$ cat src/rtl/scroll_display_ctrl_pkg.sv
// Shared types and constants for the scrolling nibble display controller.
// Holds the FSM encoding, buffer geometry and the step-rate table.
package scroll_display_ctrl_pkg;

    typedef enum logic {
        IDLE = 1'b0,
        RUN  = 1'b1
    } state_e;

    localparam int NIBBLES = 4;
    localparam int NIB_W   = 4;
    localparam int BUF_W   = NIBBLES * NIB_W;
    localparam int DIV_W   = 3;
    localparam int CNT_W   = 2;

    // Last base-tick index of a step for each speed_sel (1/2/4/8 ticks)
    function automatic logic [DIV_W-1:0] step_last(input logic [1:0] sel);
        logic [DIV_W-1:0] r;
        case (sel)
            2'd0:    r = 3'd0;
            2'd1:    r = 3'd1;
            2'd2:    r = 3'd3;
            default: r = 3'd7;
        endcase
        return r;
    endfunction

endpackage

$ cat src/rtl/scroll_display_ctrl_tick_gen.sv
// Base-tick prescaler: counts 0..TICK_DIV-1 while enabled.
// Emits a one-cycle tick on the last count; clr wins over en.
module tick_gen #(
    parameter int TICK_DIV = 50_000_000
) (
    input  logic clk,
    input  logic rst_n,
    input  logic en,
    input  logic clr,
    output logic tick
);

    localparam int CW = $clog2(TICK_DIV);
    localparam logic [CW-1:0] LAST = CW'(TICK_DIV - 1);

    logic [CW-1:0] cnt_q;
    logic [CW-1:0] cnt_d;

    always_comb begin
        cnt_d = cnt_q;
        if (clr) begin
            cnt_d = '0;
        end else if (en) begin
            cnt_d = (cnt_q == LAST) ? '0 : cnt_q + CW'(1);
        end
    end

    always_ff @(posedge clk or negedge rst_n) begin
        if (!rst_n) begin
            cnt_q <= '0;
        end else begin
            cnt_q <= cnt_d;
        end
    end

    assign tick = en && !clr && (cnt_q == LAST);

endmodule

$ cat src/rtl/scroll_display_ctrl.sv
// Scrolling four-nibble message controller feeding two 7-seg decoders.
// Rotates the message one nibble per step at a selectable rate.
module scroll_display_ctrl
    import scroll_display_ctrl_pkg::*;
#(
    parameter int TICK_DIV = 50_000_000
) (
    input  logic             clk,
    input  logic             rst_n,
    input  logic [BUF_W-1:0] msg_data,
    input  logic             msg_valid,
    output logic             msg_ready,
    input  logic             dir,
    input  logic [1:0]       speed_sel,
    input  logic             pause,
    input  logic             repeat_mode,
    output logic [NIB_W-1:0] digit_lo,
    output logic [NIB_W-1:0] digit_hi,
    output logic             seg_en,
    output logic             busy
);

    logic [1:0]       rst_sync_q;
    logic             rst_int_n;
    state_e           state_q, state_d;
    logic [BUF_W-1:0] buf_q, buf_d;
    logic [DIV_W-1:0] div_q, div_d;
    logic [CNT_W-1:0] cnt_q, cnt_d;
    logic             xfer;
    logic             tick;

    // Assert passes straight through; release is delayed two clocks
    always_ff @(posedge clk or negedge rst_n) begin
        if (!rst_n) begin
            rst_sync_q <= 2'b00;
        end else begin
            rst_sync_q <= {rst_sync_q[0], 1'b1};
        end
    end

    assign rst_int_n = rst_sync_q[1];
    assign msg_ready = 1'b1;
    assign xfer      = msg_valid && msg_ready;

    tick_gen #(
        .TICK_DIV(TICK_DIV)
    ) u_tick_gen (
        .clk  (clk),
        .rst_n(rst_int_n),
        .en   ((state_q == RUN) && !pause),
        .clr  (xfer),
        .tick (tick)
    );

    always_comb begin
        state_d = state_q;
        buf_d   = buf_q;
        div_d   = div_q;
        cnt_d   = cnt_q;
        if (xfer) begin
            buf_d   = msg_data;
            div_d   = '0;
            cnt_d   = '0;
            state_d = RUN;
        end else if (tick) begin
            if (div_q >= step_last(speed_sel)) begin
                div_d = '0;
                cnt_d = cnt_q + CNT_W'(1);
                buf_d = dir ? {buf_q[BUF_W-NIB_W-1:0], buf_q[BUF_W-1:BUF_W-NIB_W]}
                            : {buf_q[NIB_W-1:0], buf_q[BUF_W-1:NIB_W]};
                if ((cnt_q == CNT_W'(NIBBLES - 1)) && !repeat_mode) begin
                    state_d = IDLE;
                end
            end else begin
                div_d = div_q + DIV_W'(1);
            end
        end
    end

    always_ff @(posedge clk or negedge rst_int_n) begin
        if (!rst_int_n) begin
            state_q <= IDLE;
            buf_q   <= '0;
            div_q   <= '0;
            cnt_q   <= '0;
        end else begin
            state_q <= state_d;
            buf_q   <= buf_d;
            div_q   <= div_d;
            cnt_q   <= cnt_d;
        end
    end

    assign digit_lo = buf_q[NIB_W-1:0];
    assign digit_hi = buf_q[2*NIB_W-1:NIB_W];
    assign busy     = (state_q == RUN);
    assign seg_en   = (state_q == RUN);

endmodule

$ cat config.mk
export PLATFORM = sky130hd
export DESIGN_NAME = scroll_display_ctrl
export DESIGN_NICKNAME = d
export VERILOG_FILES = /design/src/rtl/scroll_display_ctrl_pkg.sv /design/src/rtl/scroll_display_ctrl_tick_gen.sv /design/src/rtl/scroll_display_ctrl.sv
export SDC_FILE = /design/constraint.sdc
export NUM_CORES = 1
export LEC_CHECK = 0
export CORE_MARGIN = 1
export CORE_UTILIZATION = 55
export CTS_BUF_LIST = sky130_fd_sc_hd__clkbuf_16
export DETAILED_ROUTE_END_ITERATION = 7
export PLACE_DENSITY = 0.9
export SKIP_CTS_REPAIR_TIMING = 1
export SYNTH_ARGS = -nofsm -noshare
export SYNTH_HDL_FRONTEND = slang
export SYNTH_HIERARCHICAL = 1
export SYNTH_SLANG_ARGS = --single-unit
$ cat constraint.sdc
create_clock -name clk -period 2.7 [get_ports clk]
set_clock_uncertainty 0.15 [all_clocks]
set_input_delay 0.54 -clock clk [delete_from_list [all_inputs] [get_ports clk]]
set_output_delay 0.54 -clock clk [all_outputs]
set_load 0.05 [all_outputs]
### After elaboration in Yosys (flattened, before gate mapping)

Index checks and enable logic that the tools add are counted.

* input port bits: 24
* logic and storage cells: 48
* register bits: 50

* add/subtract/negate cells: 3
* equality and inequality tests: 4
* mux-type cells: 20
* $lt $le $gt $ge: 1
* reduce and logical (&&, ||, !) cells: 14

Operators by type and width (number)
* 26-bit 2-to-1 mux: 3
* 16-bit 2-to-1 mux: 4
* 26-bit by 1-bit adder with 26-bit output (second input constant): 1
* 26-bit == test (second input constant): 1
* 3-bit 2-to-1 mux: 5
* 3-bit case mux with 3 select lines: 1
* 2-bit nonzero test: 4
* 2-bit 2-to-1 mux: 3
* 2-bit == test (second input constant): 2
* 1-bit logical AND: 4
* 1-bit 2-to-1 mux: 4
* 3-bit by 1-bit adder with 3-bit output (second input constant): 1
* 3-bit greater-or-equal comparator: 1
* 1-bit zero test: 3
* 3-bit AND reduction: 1
* 2-bit by 1-bit adder with 2-bit output (second input constant): 1
* 2-bit by 1-bit == test with 1-bit output (second input constant): 1
* 2-bit zero test: 1
* 2-bit AND reduction: 1

### Depth between registers and ports, before layout

* depth in word-level cells: 10
* depth in mapped cells: 10

### Cells and area by module

The synthesis kept the hierarchy.

By module, submodules not included
* tick_gen: area an instance 1667.8 µm², times used 1, sequential area each 650.6 µm², cells an instance 195
* scroll_display_ctrl: area an instance 1490.2 µm², times used 1, sequential area each 600.6 µm², cells an instance 139

### Least setup slack after synthesis

No wires, ideal clock.

* kind: reg-to-reg
* from: reg state_q (netlist: busy)
* to: reg buf_q[0]
* arrival time: 2.613 ns
* cell stages (with the launch flop): 11
* setup time: 0.125 ns
* setup slack: -0.188 ns
* data required time: 2.425 ns
* clock period less this slack: 2.888 ns
* cell sequence: dfrtp_1 > nor2b_1 > clkbuf_1 > inv_1 > clkbuf_1 > clkbuf_1 > nor3_1 > clkbuf_1 > o21ai_4 > buf_6 > mux2_4

* cells in the longest elaborated chain, start to end: 5

Ends and longest elaborated chain
* from (decl): line scroll_display_ctrl.sv:25 `state_e state_q, state_d;`
* from (signal assigned): line scroll_display_ctrl.sv:87 `state_q <= state_d;`
* 1-bit logical AND: line scroll_display_ctrl.sv:50 `.en ((state_q == RUN) && !pause),`
* 1-bit logical AND (2 in series): line scroll_display_ctrl_tick_gen.sv:36 `assign tick = en && !clr && (cnt_q == LAST);`
* named net tick: line scroll_display_ctrl.sv:30 `logic tick;`
* 2-bit nonzero test (no source line)
* 2-bit AND reduction (no source line)
* to (signal assigned): line scroll_display_ctrl.sv:88 `buf_q <= buf_d;`
* to (decl): line scroll_display_ctrl.sv:26 `logic [BUF_W-1:0] buf_q, buf_d;`

The timed path passes the listed nets, and every way through them passes these cells.
A chain may end at the register's enable or synchronous reset.

### Worst setup path in the final report

* from: reg u_tick_gen.cnt_q[8]
* to: reg div_q[2]

* cells in the longest elaborated chain, start to end: 3

Ends and longest elaborated chain
* from (decl): line scroll_display_ctrl_tick_gen.sv:16 `logic [CW-1:0] cnt_q;`
* from (signal assigned): line scroll_display_ctrl_tick_gen.sv:32 `cnt_q <= cnt_d;`
* 26-bit == test: line scroll_display_ctrl_tick_gen.sv:36
* 1-bit logical AND: line scroll_display_ctrl_tick_gen.sv:36
* named net tick: line scroll_display_ctrl.sv:30
* 2-bit nonzero test (no source line)
* to (signal assigned): line scroll_display_ctrl.sv:89 `div_q <= div_d;`
* to (decl): line scroll_display_ctrl.sv:27 `logic [DIV_W-1:0] div_q, div_d;`

The timed path passes the listed nets, and every way through them passes these cells.

==> parameters.txt <==
Parameter                              Value

Floorplanning
  Effective utilization at floorplan    57.4%
  Standard-cell rows    27
  Floorplan die height    77.8 um
  Die Footprint    6050 um^2
  Core footprint    5510 um^2
  Horiz. Die Dim    77.8 um
  I/O Pins    35

Power and ir drop
  PwrDens    616 nW/um^2
  Combinational share of power    30.7%
  Sw Pwr    0.000759 W
  Switching Fraction    33.3%
  Reg power frac    42.5%
  Clock group share of total power    26.8%
  Leakage power total    1.52 nW
  IR Drop Worst-Case VDD    0.399 mV
  Cell-internal power    0.00152 W

Setup path
  Worst reg2reg path depth    8
  Worst reg-to-reg setup slack    90 ps
  Kind of critical path    reg2reg
  Worst endpoint required time    2780 ps
  Type of origin of the critical path    flip-flop
  Source of the worst register-to-register timing path    u_tick_gen/cnt_q[8]$_DFFE_PN0P_
  Worst reg2reg path endpoint    div_q[2]$_DFFE_PN0P_
  Crit Path Max Fanout    8
  Arrival @ worst endpoint    2690 ps
  CP Capture Type    flip-flop

GRT
  Initial antenna violation count    0
  First-pass GRT wire length    12000 um
  Total GRT Usage    25.2%
  Remaining global-route overflow    0
  Largest net degree at the start of global routing    33
  Vias in the first global route    2671

Finish
  ANT cells    0
  Layout Cells excl Fill    437
  Area growth syn-to-layout    17.1%
  Layout filler cell count    421
  Flip-flop and latch area    1250 um^2
  Multi-input logic area    1720 um^2
  Post-layout instance area    3700 um^2
  Net count reported at finish    394
  Highest-count cells in the layout ignoring fill and taps    48 x sky130_fd_sc_hd__dfrtp_1, 40 x sky130_fd_sc_hd__nand2_1, 32 x sky130_fd_sc_hd__o21ai_0, 32 x sky130_fd_sc_hd__clkdlybuf4s50_1, 19 x sky130_fd_sc_hd__buf_4
  Most common cell after layout, fill and taps aside    sky130_fd_sc_hd__dfrtp_1
  Ratio of cells with drive above 1 in the final layout    15.9%

Route
  Vias post-DR    2732
  Remaining design rule violation count    0
  Number of nets with antenna violations after routing    0
  Number of iterations in the first detailed-routing pass    7
  Final WL    7380 um
  Average via count per standard cell    6.25
  Starting DRT DRC Count    160
  Detailed-route wire length per cell    16.9 um

Synth
  Warning count from the yosys run    6
  Number of synthesized flops with an enable pin    0
  Part of the Yosys area used for sequential elements    39.6%
  Number of storage elements in the synthesis netlist    50
  Primary FF master, synth    sky130_fd_sc_hd__dfrtp_1
  Avg Inst Size Synth    9.46 um^2
  Cell count after synthesis    334
  Total standard cell area after synthesis    3160 um^2
  Count of different cell masters after synthesis    51
  Async set-reset flop share out of synthesis    100%

Clocking
  Clock buffers created by TritonCTS    5
  Clock transition at the register clock pins on the worst setup and hold paths after CTS    70 ps
  Clock net sink count    50
  CTS Buffer Depth    2
  Worst-skew pair later-pin latency    290 ps
  Root buffer selected by CTS    sky130_fd_sc_hd__clkbuf_16
  Total number of H-tree levels    2
  TritonCTS clock tree    done

STA
  Minimum clock period after layout    2610 ps
  Setup repair after global routing missed its margin    no
  Final Hold Viols    0
  Worst-Margin Slew    504 ps
  Setup-violating endpoint count in the final report    0
  Slew Limit Headroom    66.3%
  Final number of max-transition violations    0
  Ratio of final minimum period to clock period    96.6%
  Fmax    0.383 GHz

Placement
  Placed insts    428
  Cell Area, Placed    3550 um^2
  Detailed placer's ending HPWL    5020 um
  # port buffers    33
  Final weighted congestion in routability-driven placement    0.837

Run status
  Outcome    completed

Run
  Max-capacitance violation count    0

Min path
  Min-Delay Path Class    reg2async
[critical path: stages (launching register included)]
cell and delay (ps):
sky130_fd_sc_hd__dfrtp_1 450, sky130_fd_sc_hd__or4_4 540, sky130_fd_sc_hd__nor4_4 310, sky130_fd_sc_hd__nand2_1 120, sky130_fd_sc_hd__nor3_1 200, sky130_fd_sc_hd__buf_4 220
sky130_fd_sc_hd__nor2_1 110, sky130_fd_sc_hd__nor4b_1 330, sky130_fd_sc_hd__a21o_1 120
[metrics by stage]
step	util [%]	total power, W	setup WS (ps)	TNS (ps)	hold WS (ps)
2_1_floorplan	-	0.00152	4.18	0	94.4
3_3_place_gp	64.4	0.00164	-32.7	-222	94.0
3_5_place_dp	64.4	0.00167	-115	-1160	96.5
4_1_cts	67.0	0.00228	58.2	0	101
5_1_grt	67.1	0.00238	19.4	0	130
6_report	67.1	0.00228	90.8	0	84.9
[power groups by stage]
stage | Combinational (W) | Clock, W | Sequential [W]
after detailed placement | 0.000692 | 0 | 0.000982
after global routing | 0.000745 | 0.000647 | 0.000983
after floorplan | 0.000568 | 0 | 0.000954
final | 0.000699 | 0.000610 | 0.000968
after global placement | 0.000665 | 0 | 0.000973
after CTS | 0.000697 | 0.000611 | 0.000967
[how the worst max path moves through the flow]
stage / from / cells after the start / endpoint / slack, ps
5_1_grt: u_tick_gen/cnt_q[8]$_DFFE_PN0P_ / 8 / div_q[2]$_DFFE_PN0P_ / 20
6_report: u_tick_gen/cnt_q[8]$_DFFE_PN0P_ / 8 / div_q[2]$_DFFE_PN0P_ / 90
3_3_place_gp: speed_sel[1] / 7 / buf_q[7]$_DFFE_PN0P_ / -30
4_1_cts: u_tick_gen/cnt_q[10]$_DFFE_PN0P_ / 7 / buf_q[14]$_DFFE_PN0P_ / 60
3_5_place_dp: speed_sel[1] / 7 / buf_q[15]$_DFFE_PN0P_ / -110
2_1_floorplan: u_tick_gen/cnt_q[10]$_DFFE_PN0P_ / 9 / buf_q[0]$_DFFE_PN0P_ / 4
[kinds of logic (layout without fill, tap and decap cells)]
kind of cell	Yosys count	count (layout)	share of synthesized area, %
AOI/OAI and AO/OA	77	78	15.6
muxes	33	33	12.2
xor gates and xnor gates	3	3	0.832
other	1	2	0.119
adders and majority gates	6	6	2.38
DFF	50	50	39.6
and+or+nand+nor	125	125	22.8
buffers and inverters	39	68	6.46
[flip-flops by register name, indices dropped and copies added, names as in the netlist]
| name | flops |
|---|---|
| buf_q | 16 |
| busy | 1 |
| cnt_q | 2 |
| div_q | 3 |
| rst_sync_q | 2 |
| u_tick_gen/cnt_q | 26 |
[cell usage after synthesis, types with 4 or more instances]
cell type	instances	share of area, %
sky130_fd_sc_hd__inv_1	8	0.95
sky130_fd_sc_hd__nand3_1	5	0.79
sky130_fd_sc_hd__and3_1	4	0.79
sky130_fd_sc_hd__dfrtp_1	50	40
sky130_fd_sc_hd__nor2_1	17	2.0
sky130_fd_sc_hd__buf_2	7	1.1
sky130_fd_sc_hd__mux2_2	7	2.5
sky130_fd_sc_hd__mux2i_1	17	5.4
sky130_fd_sc_hd__a22oi_1	7	1.7
sky130_fd_sc_hd__clkbuf_1	12	1.4
sky130_fd_sc_hd__nand2_1	40	4.8
sky130_fd_sc_hd__nor3_1	8	1.3
sky130_fd_sc_hd__o21ai_0	32	5.1
sky130_fd_sc_hd__nor4_1	4	0.79
sky130_fd_sc_hd__ha_1	6	2.4
sky130_fd_sc_hd__nand4b_1	8	2.2
sky130_fd_sc_hd__mux2_4	9	4.3
sky130_fd_sc_hd__a31oi_1	5	0.99
sky130_fd_sc_hd__a21oi_1	13	2.1
sky130_fd_sc_hd__buf_4	11	2.6
sky130_fd_sc_hd__nand4_1	9	1.8
[final cells by class]
class / count / share of cell area [%]
clock buffer: 5 / 3.38
clock inverter: 3 / 0.406
inverter: 8 / 0.812
multi-input combinational: 247 / 46.4
sequential: 50 / 33.9
tap: 72 / 2.44
timing repair buffer: 52 / 12.7
[metal layers]
layer	up-vias	global-route usage, %	part of all wire (%)
met1	1316	30.2	41
li1	1280	-	-
met4	0	12.1	3.0
met3	28	4.47	6.3
met2	108	43.5	49
met5	-	0	0
Power figures use the tool's default switching activity.
